==> src/rtl/sb_cfg_mux.sv <==
// Switch-box slice: each output track selects one input track via its own config
// register, and can be driven combinationally or through a one-cycle register.
module sb_cfg_mux #(
    parameter int WIDTH    = 16,
    parameter int NUM_IN   = 5,
    parameter int NUM_OUT  = 4,
    parameter int SEL_BITS = 3
) (
    input  logic                       clk,
    input  logic                       reset,
    input  logic                       config_en,
    input  logic                       config_read,
    input  logic [31:0]                config_addr,
    input  logic [31:0]                config_data,
    output logic [31:0]                read_data,
    input  logic [NUM_IN*WIDTH-1:0]    in,
    output logic [NUM_OUT*WIDTH-1:0]   out
);

    logic [7:0]          cfg_idx;
    logic [SEL_BITS-1:0] sel_cfg  [NUM_OUT];
    logic                mode_cfg [NUM_OUT];
    logic                en_cfg   [NUM_OUT];
    logic [WIDTH-1:0]    mux_p0   [NUM_OUT];
    logic [WIDTH-1:0]    mux_p1   [NUM_OUT];
    logic [31:0]         rd_word;

    assign cfg_idx = config_addr[31:24];

    function automatic logic [31:0] pack_cfg(input logic [SEL_BITS-1:0] sel,
                                             input logic mode, input logic en);
        logic [31:0] word;
        word               = '0;
        word[SEL_BITS-1:0] = sel;
        word[8]            = mode;
        word[16]           = en;
        return word;
    endfunction

    // Select decode compares against every legal input, so selects past NUM_IN give 0.
    always_comb begin
        for (int k = 0; k < NUM_OUT; k++) begin
            mux_p0[k] = '0;
            if (en_cfg[k]) begin
                for (int i = 0; i < NUM_IN; i++) begin
                    if (sel_cfg[k] == SEL_BITS'(i)) begin
                        mux_p0[k] = in[i*WIDTH +: WIDTH];
                    end
                end
            end
        end
    end

    always_comb begin
        rd_word = '0;
        for (int k = 0; k < NUM_OUT; k++) begin
            if (cfg_idx == 8'(k)) begin
                rd_word = pack_cfg(sel_cfg[k], mode_cfg[k], en_cfg[k]);
            end
        end
    end

    // ---- stage p0 -> p1: config update, readback and output register
    always_ff @(posedge clk or posedge reset) begin
        if (reset) begin
            for (int k = 0; k < NUM_OUT; k++) begin
                sel_cfg[k]  <= '0;
                mode_cfg[k] <= 1'b0;
                en_cfg[k]   <= 1'b0;
                mux_p1[k]   <= '0;
            end
            read_data <= '0;
        end else begin
            for (int k = 0; k < NUM_OUT; k++) begin
                mux_p1[k] <= mux_p0[k];
                if (config_en && cfg_idx == 8'(k)) begin
                    sel_cfg[k]  <= config_data[SEL_BITS-1:0];
                    mode_cfg[k] <= config_data[8];
                    en_cfg[k]   <= config_data[16];
                end
            end
            if (config_read) begin
                read_data <= rd_word;
            end
        end
    end

    always_comb begin
        for (int k = 0; k < NUM_OUT; k++) begin
            out[k*WIDTH +: WIDTH] = mode_cfg[k] ? mux_p1[k] : mux_p0[k];
        end
    end

endmodule

==> config.mk <==
export PLATFORM = sky130hd
export DESIGN_NAME = sb_cfg_mux
export DESIGN_NICKNAME = d
export VERILOG_FILES = /design/src/rtl/sb_cfg_mux.sv
export SDC_FILE = /design/constraint.sdc
export NUM_CORES = 1
export LEC_CHECK = 0
export BUFFER_PORTS_ARGS = -buffer_cell sky130_fd_sc_hd__buf_2
export CORE_MARGIN = 1.5
export CORE_UTILIZATION = 47
export CTS_CLUSTER_DIAMETER = 100
export DETAILED_ROUTE_END_ITERATION = 8
export PLACE_DENSITY = 0.77
export SLEW_MARGIN = 25
export SYNTH_ARGS = -nofsm -noshare
export SYNTH_HDL_FRONTEND = slang
export SYNTH_SLANG_ARGS = --single-unit
export TNS_END_PERCENT = 50
==> constraint.sdc <==
create_clock -name clk -period 2.8 [get_ports clk]
set_input_delay 0.14 -clock clk [delete_from_list [all_inputs] [get_ports clk]]
set_output_delay 0.14 -clock clk [all_outputs]
set_load 0.01 [all_outputs]
Word level (Yosys, flattened, before mapping)
Cells that the tools add are included.

Eq/ne operators: 19. Multiplexer cells: 32. Reductions and logical operators: 9.

Operator list (number): 16-bit two-way mux (28); 32-bit two-way mux (3); 3-bit by 2-bit == test with 1-bit output (second input constant) (8); 17-bit two-way mux (1); 8-bit by 2-bit == test with 1-bit output (second input constant) (2); 3-bit by 1-bit == test with 1-bit output (second input constant) (4); 3-bit == test (second input constant) (4); 3-bit logical NOT (4); 8-bit by 1-bit == test with 1-bit output (second input constant) (1); 8-bit logical NOT (1); 1-bit logical AND (4).

Register bits after elaboration: 116. Bits of input ports: 148. Logic and storage cells: 77.

Longest topological paths before layout
Gate-level depths: netlist (run 1).

Depth after elaboration: 8. Gate-level depth with buffers: 7. Mapped depth without buffers: 4.

Worst setup path after synthesis (run 1)
OpenSTA, ideal clock, no wires.

Path type: register to output. Start: register sel_cfg[3] (netlist name). End: output port out[38]. Arrival: 1.782 ns. Data required time: 2.660 ns. Slack: 0.878 ns. Stages on the path, launching flop included: 6. Path buffers: 2. Cells stage by stage: dfrtp_1 > clkbuf_1 > nor3b_1 > clkbuf_1 > a21oi_1 > o21ai_0.

Longest elaborated chain between the ends: 8. Elaborated cells between the ends (all ways): 12. Those cells by class: eq/ne: 4; mux: 7; reduce/logical: 1.

RTL lines: start: declaration (line 21) `logic [SEL_BITS-1:0] sel_cfg [NUM_OUT];`; start signal: indexed assignment (line 77) `sel_cfg[k] <= config_data[SEL_BITS-1:0];`; 3-bit logical NOT (line 46) `if (sel_cfg[k] == SEL_BITS'(i)) begin`; 16-bit two-way mux (4 in a row) (line 46); 16-bit two-way mux (*) (line 46); 16-bit two-way mux (*) (line 44) `if (en_cfg[k]) begin`; 16-bit two-way mux (*) (line 90) `out[k*WIDTH +: WIDTH] = mode_cfg[k] ? mux_p1[k] : mux_p0[k];`; end: declaration (line 17) `output logic [NUM_OUT*WIDTH-1:0] out`.

Mark *: on every way between the ends. The rest lies on a longest branch, timed or not.

Final worst setup path (run 1)
Start: register sel_cfg[8] (netlist name). End: output port out[21].

The elaborated chain is that of the path after synthesis.

==> results of run 1 <==
==> worst register-to-register path, stage by stage (launching register included) <==
cell      delay [ns]
dfrtp_1         0.50
nand2b_1        0.65
nor2_1          0.11
a221oi_1        0.43
nor2b_1         0.11
==> through the flow <==
| step | setup slack (ns) | power [uW] | hold WS (ns) | utilization, % |
|---|---|---|---|---|
| 2_1_floorplan | 0.353 | 1870 | 0.289 | - |
| 3_3_place_gp | 0.705 | 2150 | 0.277 | 55.2 |
| 3_5_place_dp | 0.688 | 2160 | 0.277 | 55.2 |
| 4_1_cts | 0.289 | 3480 | 0.0904 | 57.8 |
| 5_1_grt | 0.135 | 3610 | 0.104 | 57.8 |
| 6_report | 0.255 | 3480 | 0.0971 | 57.8 |
==> per-layer routing <==
metal  share of wire, %  vias up  GRT usage, %
li1                   -     2766             -
met1                 44     2861          41.5
met2                 47      298          43.8
met3                7.0       39          4.28
met4                2.0        0          9.67
met5                  0        -             0
==> area by class of cell <==
class	instances	area share, %
clock buffer	9	2.93
multi-input combinational	547	50.1
clock inverter	7	1.32
sequential	89	29.0
antenna	3	0.0977
timing repair buffer	186	13.6
inverter	1	0.0651
tap	176	2.87
==> state kept, by name (all words and copies together) (netlist names) <==
name	count
sel_cfg	12
en_cfg	4
mode_cfg	4
mux_p1	64
read_data	5
==> cells in the mapped netlist <==
cell type | number | share of area, %
nand2_1 | 66 | 3.8
mux2_4 | 5 | 1.2
o21ai_0 | 64 | 5.0
buf_2 | 13 | 1.0
nor4b_2 | 1 | 0.23
o32ai_1 | 22 | 3.0
nor2_1 | 43 | 2.5
buf_4 | 27 | 3.1
nand2b_1 | 8 | 0.78
or3b_1 | 1 | 0.14
o21a_1 | 5 | 0.58
nand4_1 | 2 | 0.19
o2bb2ai_1 | 3 | 0.41
nor3b_1 | 5 | 0.58
mux2_2 | 57 | 10
mux2i_1 | 86 | 13
nand3_1 | 6 | 0.47
a21oi_1 | 24 | 1.9
o211ai_1 | 5 | 0.58
buf_1 | 8 | 0.47
and2_1 | 1 | 0.097
buf_6 | 1 | 0.17
a31oi_1 | 6 | 0.58
nor4_1 | 1 | 0.097
conb_1 | 1 | 0.058
o221a_2 | 5 | 0.87
nor2b_1 | 64 | 6.2
inv_1 | 1 | 0.058
a221oi_1 | 39 | 5.3
nor4_4 | 1 | 0.33
clkbuf_1 | 39 | 2.3
dfrtp_1 | 89 | 35
==> power breakdown <==
group | internal [uW] | switching, uW | leakage [uW]
Combinational | 318 | 459 | 0.00197
Sequential | 1330 | 50.4 | 0.00123
Clock | 789 | 538 | 0.000153
==> worst max path at each step <==
stage                            from                    end  slack, ns
2_1_floorplan                   reset  en_cfg[0]$_DFFE_PP0P_       0.35
3_3_place_gp   sel_cfg[8]$_DFFE_PP0P_                out[16]       0.71
3_5_place_dp   sel_cfg[8]$_DFFE_PP0P_                out[16]       0.69
4_1_cts        sel_cfg[8]$_DFFE_PP0P_                out[16]       0.29
5_1_grt        sel_cfg[2]$_DFFE_PP0P_                out[48]       0.13
6_report       sel_cfg[8]$_DFFE_PP0P_                out[21]       0.26
==> logic make-up (layout without fill, tap and decap cells) <==
group,count (synthesis),count (layout),synth area share [%]
DFF,89,89,34.6
and+or+nand+nor,199,199,15.5
muxes,148,148,24.5
other,1,30,0.0583
buffers and inverters,89,203,7.14
AOI/OAI and AO/OA,173,173,18.2
==> results.toml, run 1 <==
[timing]
slew_headroom_pct = 49.0
post-route-min-period_ns = 2.54
final-setup-viol-count = 0
slew_viol_final = 0
finalSetupTns_ns = 0
worstMarginPinSlew_ns = 0.758
max_freq_mhz = 393
skew_ns = 0.00716
finalHoldViolCount = 0
grt_setup_unrepaired = "false"
fin_crit_sh_pct = 90.9

[drt]
drt-initial-drc-count = 711
viasPerCell = 5.86
drc = 0
wire_per_inst_um = 20.4
first_pass_iters = 6
wl_mm = 20.8
ant_nets = 0
vias = 5964

[setup_path]
crit_slowest_cell = "nand2b_1"
reg2reg_slack_ns = 0.87
crit_path_start_kind = "flip-flop"
worst-path-stages = 5
r2r-end = "mux_p1[37]$_DFF_PP0_"
r2r_cells = 4
path_buf_inv = 1
crit_path_max_incr_delay_ns = 0.65
critPathKind = "flip-flop to output port"
crit_chain = "nand2b_1, nor2_1, a221oi_1, o21ai_0, buf_2"
worst_ep_arrival_time_ns = 2.40
crit_family = "simple AND/OR/NAND/NOR gates"
worstPathRequired_ns = 2.66
crit_path_end_kind = "output port"
rr_startpoint = "sel_cfg[8]$_DFFE_PP0P_"
worst-path-max-fanout = 16

[yosys]
yosys.cell_types.count = 32
synth-seq-cells = 89
syn-cell-area_um2 = 6430
synth_cells = 699
post_synth.cell_area_avg_um2 = 9.21
yosys_warnings = 0
yosysSeqAreaShare_pct = 34.6

[placed_design]
placed_area_um2 = 7340
dp.cells = 998
place_congestion = 1.02
portBuffers = 165
dpl.hpwl_mm = 15.5

[floorplanning]
row_count = 42
io_pins = 244
start_util_pct = 48.4
die_h_um = 120
core_area_um2 = 13300
die_area_um2 = 14400
die_x_um = 120

[cells_and_area]
fill_cells = 1224
mostFrequentLayoutCells = "165 x buf_2, 89 x dfrtp_1, 86 x mux2i_1"
final_net_count = 982
final_area_um2 = 7690
layout_commonest_cell = "buf_2"
instances_no_fill = 1018
area_growth_pct = 19.4
final-seq-area_um2 = 2230
multi_input_area_um2 = 3850
drive_gt1_share_pct = 32.4

[clock_network]
cts_setup_buffers = 0
cts_tree = "built"
clock_latency_ns = 0.35
clk_pin_slew_ns = 0.07
clockBufferDepth = 2
clkSinkCount = 89
cts_buffers = 9
post_cts_resize_count = 0
htreeDepth = 3
cts_hold_buf = 1
cts_root_buf = "clkbuf_16"

[global_routing]
overflow = 0
grt_pass1_vias = 5530
antenna_found_initial = 3
grt.total_usage_pct = 28.6
grt_max_degree = 90
grt_pass1_wl_mm = 31.6

[power_and_ir_drop]
p_per_area_nw_per_um2 = 453
cellLeakagePower_uw = 0.00335
ir_drop_mv = 0.370

[job]
maxCapViolCount = 0

[min_path]
worstHoldStart = "config_data[0]"
hold_class = "primary input to flip-flop"
hold_depth = 2
whs_endpoint = "sel_cfg[3]$_DFFE_PP0P_"

[status]
outcome = "finished, final reports clean"
Note: power is estimated with default switching activity, not from simulation.
==> inputs of run 2 (changes only) <==
- GPL_TIMING_DRIVEN: default -> 0
==> run 2 against run 1 <==
Against the previous run:
- die area did not move
- non-clock buffer count rose by 68
- clock power fell by 14%
- core utilization rose by 1.9 points
- sequential cell count did not move
- critical path type unchanged
- register-to-register slack got worse by 0.11 ns
- critical path depth rose by 3
- global-route usage fell by 1.4 points
==> results.toml, run 2 (same netlist as run 1, synthesis figures left out) <==
[status]
outcome = "finished, final reports clean"

[setup_path]
crit_path_max_incr_delay_ns = 0.41
crit_chain = "clkbuf_1, nand2b_1, clkbuf_1, buf_2, nor2_1, a221oi_1, o21ai_0, buf_2"
critPathKind = "flip-flop to output port"
crit_path_end_kind = "output port"
crit_family = "buffers and inverters"
worstPathRequired_ns = 2.66
crit_slowest_cell = "a221oi_1"
worst-path-max-fanout = 10
path_buf_inv = 4
crit_path_start_kind = "flip-flop"
worst_ep_arrival_time_ns = 2.47

[timing]
final-setup-viol-count = 0
skew_ns = 0.00536
fin_crit_sh_pct = 93.3
post-route-min-period_ns = 2.61
slew_viol_final = 0
finalHoldViolCount = 0
grt_setup_unrepaired = "false"
max_freq_mhz = 383
slew_headroom_pct = 46.8
worstMarginPinSlew_ns = 0.796
finalSetupTns_ns = 0

[cells_and_area]
final_net_count = 1050
fill_cells = 1261
largest_reg_flops = 64
top_regs = "mux_p1: 64 flops, sel_cfg: 12 flops, read_data: 5 flops"
post-route-util_pct = 59.7
drive_gt1_share_pct = 32.7
layout_commonest_cell = "buf_2"
mostFrequentLayoutCells = "178 x buf_2, 89 x dfrtp_1, 86 x mux2i_1"
area_growth_pct = 23.3
top_register = "mux_p1"

[drt]
first_pass_iters = 5
wire_per_inst_um = 18.3
drc = 0
wl_mm = 19.9
vias = 6067
drt-initial-drc-count = 472
viasPerCell = 5.58
ant_nets = 0

[placed_design]
place_congestion = 1.03
portBuffers = 165
dpl.hpwl_mm = 16.1

[power_and_ir_drop]
switchingPower_uw = 973
p_per_area_nw_per_um2 = 419
swShare_pct = 29.2
seq_power_share_pct = 40.6
cellLeakagePower_uw = 0.00351
p_comb_share_pct = 24.7
clkPwrFrac_pct = 34.7
total_power_uw = 3330
p_int_uw = 2350
ir_drop_mv = 0.230

[clock_network]
clockBufferDepth = 2
cts_root_buf = "clkbuf_16"
htreeDepth = 3
clkSinkCount = 89
clk_pin_slew_ns = 0.06
cts_tree = "built"
cts_buffers = 9
clock_latency_ns = 0.34

[floorplanning]
io_pins = 244
row_count = 42
start_util_pct = 48.4
core_area_um2 = 13300
die_area_um2 = 14400
die_h_um = 120
die_x_um = 120

[global_routing]
grt.total_usage_pct = 27.3
grt_pass1_vias = 5677
grt_pass1_wl_mm = 30.6
overflow = 0
antenna_found_initial = 5
grt_max_degree = 68

[min_path]
hold_class = "primary input to flip-flop"

[job]
maxCapViolCount = 0
## run 2: cell types whose count changed in the layout (fill, tap and decap cells not counted), moves of 2 or more
cell	before	now
buf_1	0	5
clkbuf_1	0	41
buf_2	165	178
nor3b_1	4	1
diode_2	3	5
clkbuf_2	0	3
buf_12	5	0
nor3b_2	1	4
buf_4	15	27
## run 2: power by group through the flow
stage	Sequential (uW)	Combinational (uW)	Clock (uW)
6_report	1350	823	1150
5_1_grt	1350	886	1210
4_1_cts	1350	807	1160
3_5_place_dp	1370	804	0
3_3_place_gp	1370	788	0
2_1_floorplan	1370	506	0
## run 2: layout make-up
class	instances	area (um2)	share of cell area, %
clock buffers	12	236	2.98
repair buffers	167	863	10.9
diodes	5	12.5	0.158
plain buffers	87	455	5.74
inverters	1	8.76	0.110
well taps	176	220	2.78
multi-input cells	547	3870	48.7
flip-flops and latches	89	2230	28.1
clock inverters	3	42.5	0.536
## run 2: worst register-to-register path, stage by stage (launching register included)
cell and delay [ns]:
dfrtp_1 0.32, clkbuf_1 0.31, nand2b_1 0.16, clkbuf_1 0.26, buf_2 0.29, nor2_1 0.08, a221oi_1 0.41, nor2b_1 0.09
## run 2: repair_timing
item | 4_1_cts | 5_1_grt
hold buffers | 1 | 0
gates cloned | 0 | 0
endpoints found under the setup margin | 1 | 23
hold endpoints to repair | 22 | 0
buffers inserted | 0 | 0
resized for setup | 1 | 6
## run 2: path summary, 6_finish.rpt
kind	from	end	slack (ns)	cells past startpoint
setup reg to reg	sel_cfg[11]$_DFFE_PP0P_	mux_p1[56]$_DFF_PP0_	0.76	7
max in group asynchronous	reset	mux_p1[38]$_DFF_PP0_	1.92	4
setup / recovery	sel_cfg[11]$_DFFE_PP0P_	out[6]	0.19	8
hold / removal	config_data[0]	sel_cfg[3]$_DFFE_PP0P_	0.10	2
min in group asynchronous	reset	mux_p1[18]$_DFF_PP0_	0.30	3
hold reg to reg	read_data[8]$_DFFE_PP0P_	read_data[8]$_DFFE_PP0P_	0.56	1
## run 2: metrics by stage
step | std cells | hold slack, ns | cell area (um2) | setup WS, ns
after CTS | 1083 | 0.0910 | 7910 | 0.0592
after floorplan | 725 | 0.289 | 6530 | 0.353
after global placement | 1066 | 0.451 | 7580 | -0.569
final | 1087 | 0.102 | 7930 | 0.187
after global routing | 1087 | 0.113 | 7930 | 0.000699
after detailed placement | 1067 | 0.0973 | 7610 | 0.363
## run 2: per-layer routing
layer  part of all wire, %  vias up  global-route usage, %
met3                   7.2       44                   3.09
li1                      -     2900                      -
met5                     0        -                      0
met4                   3.2        0                   12.4
met1                    45     2813                   38.5
met2                    45      310                   41.9
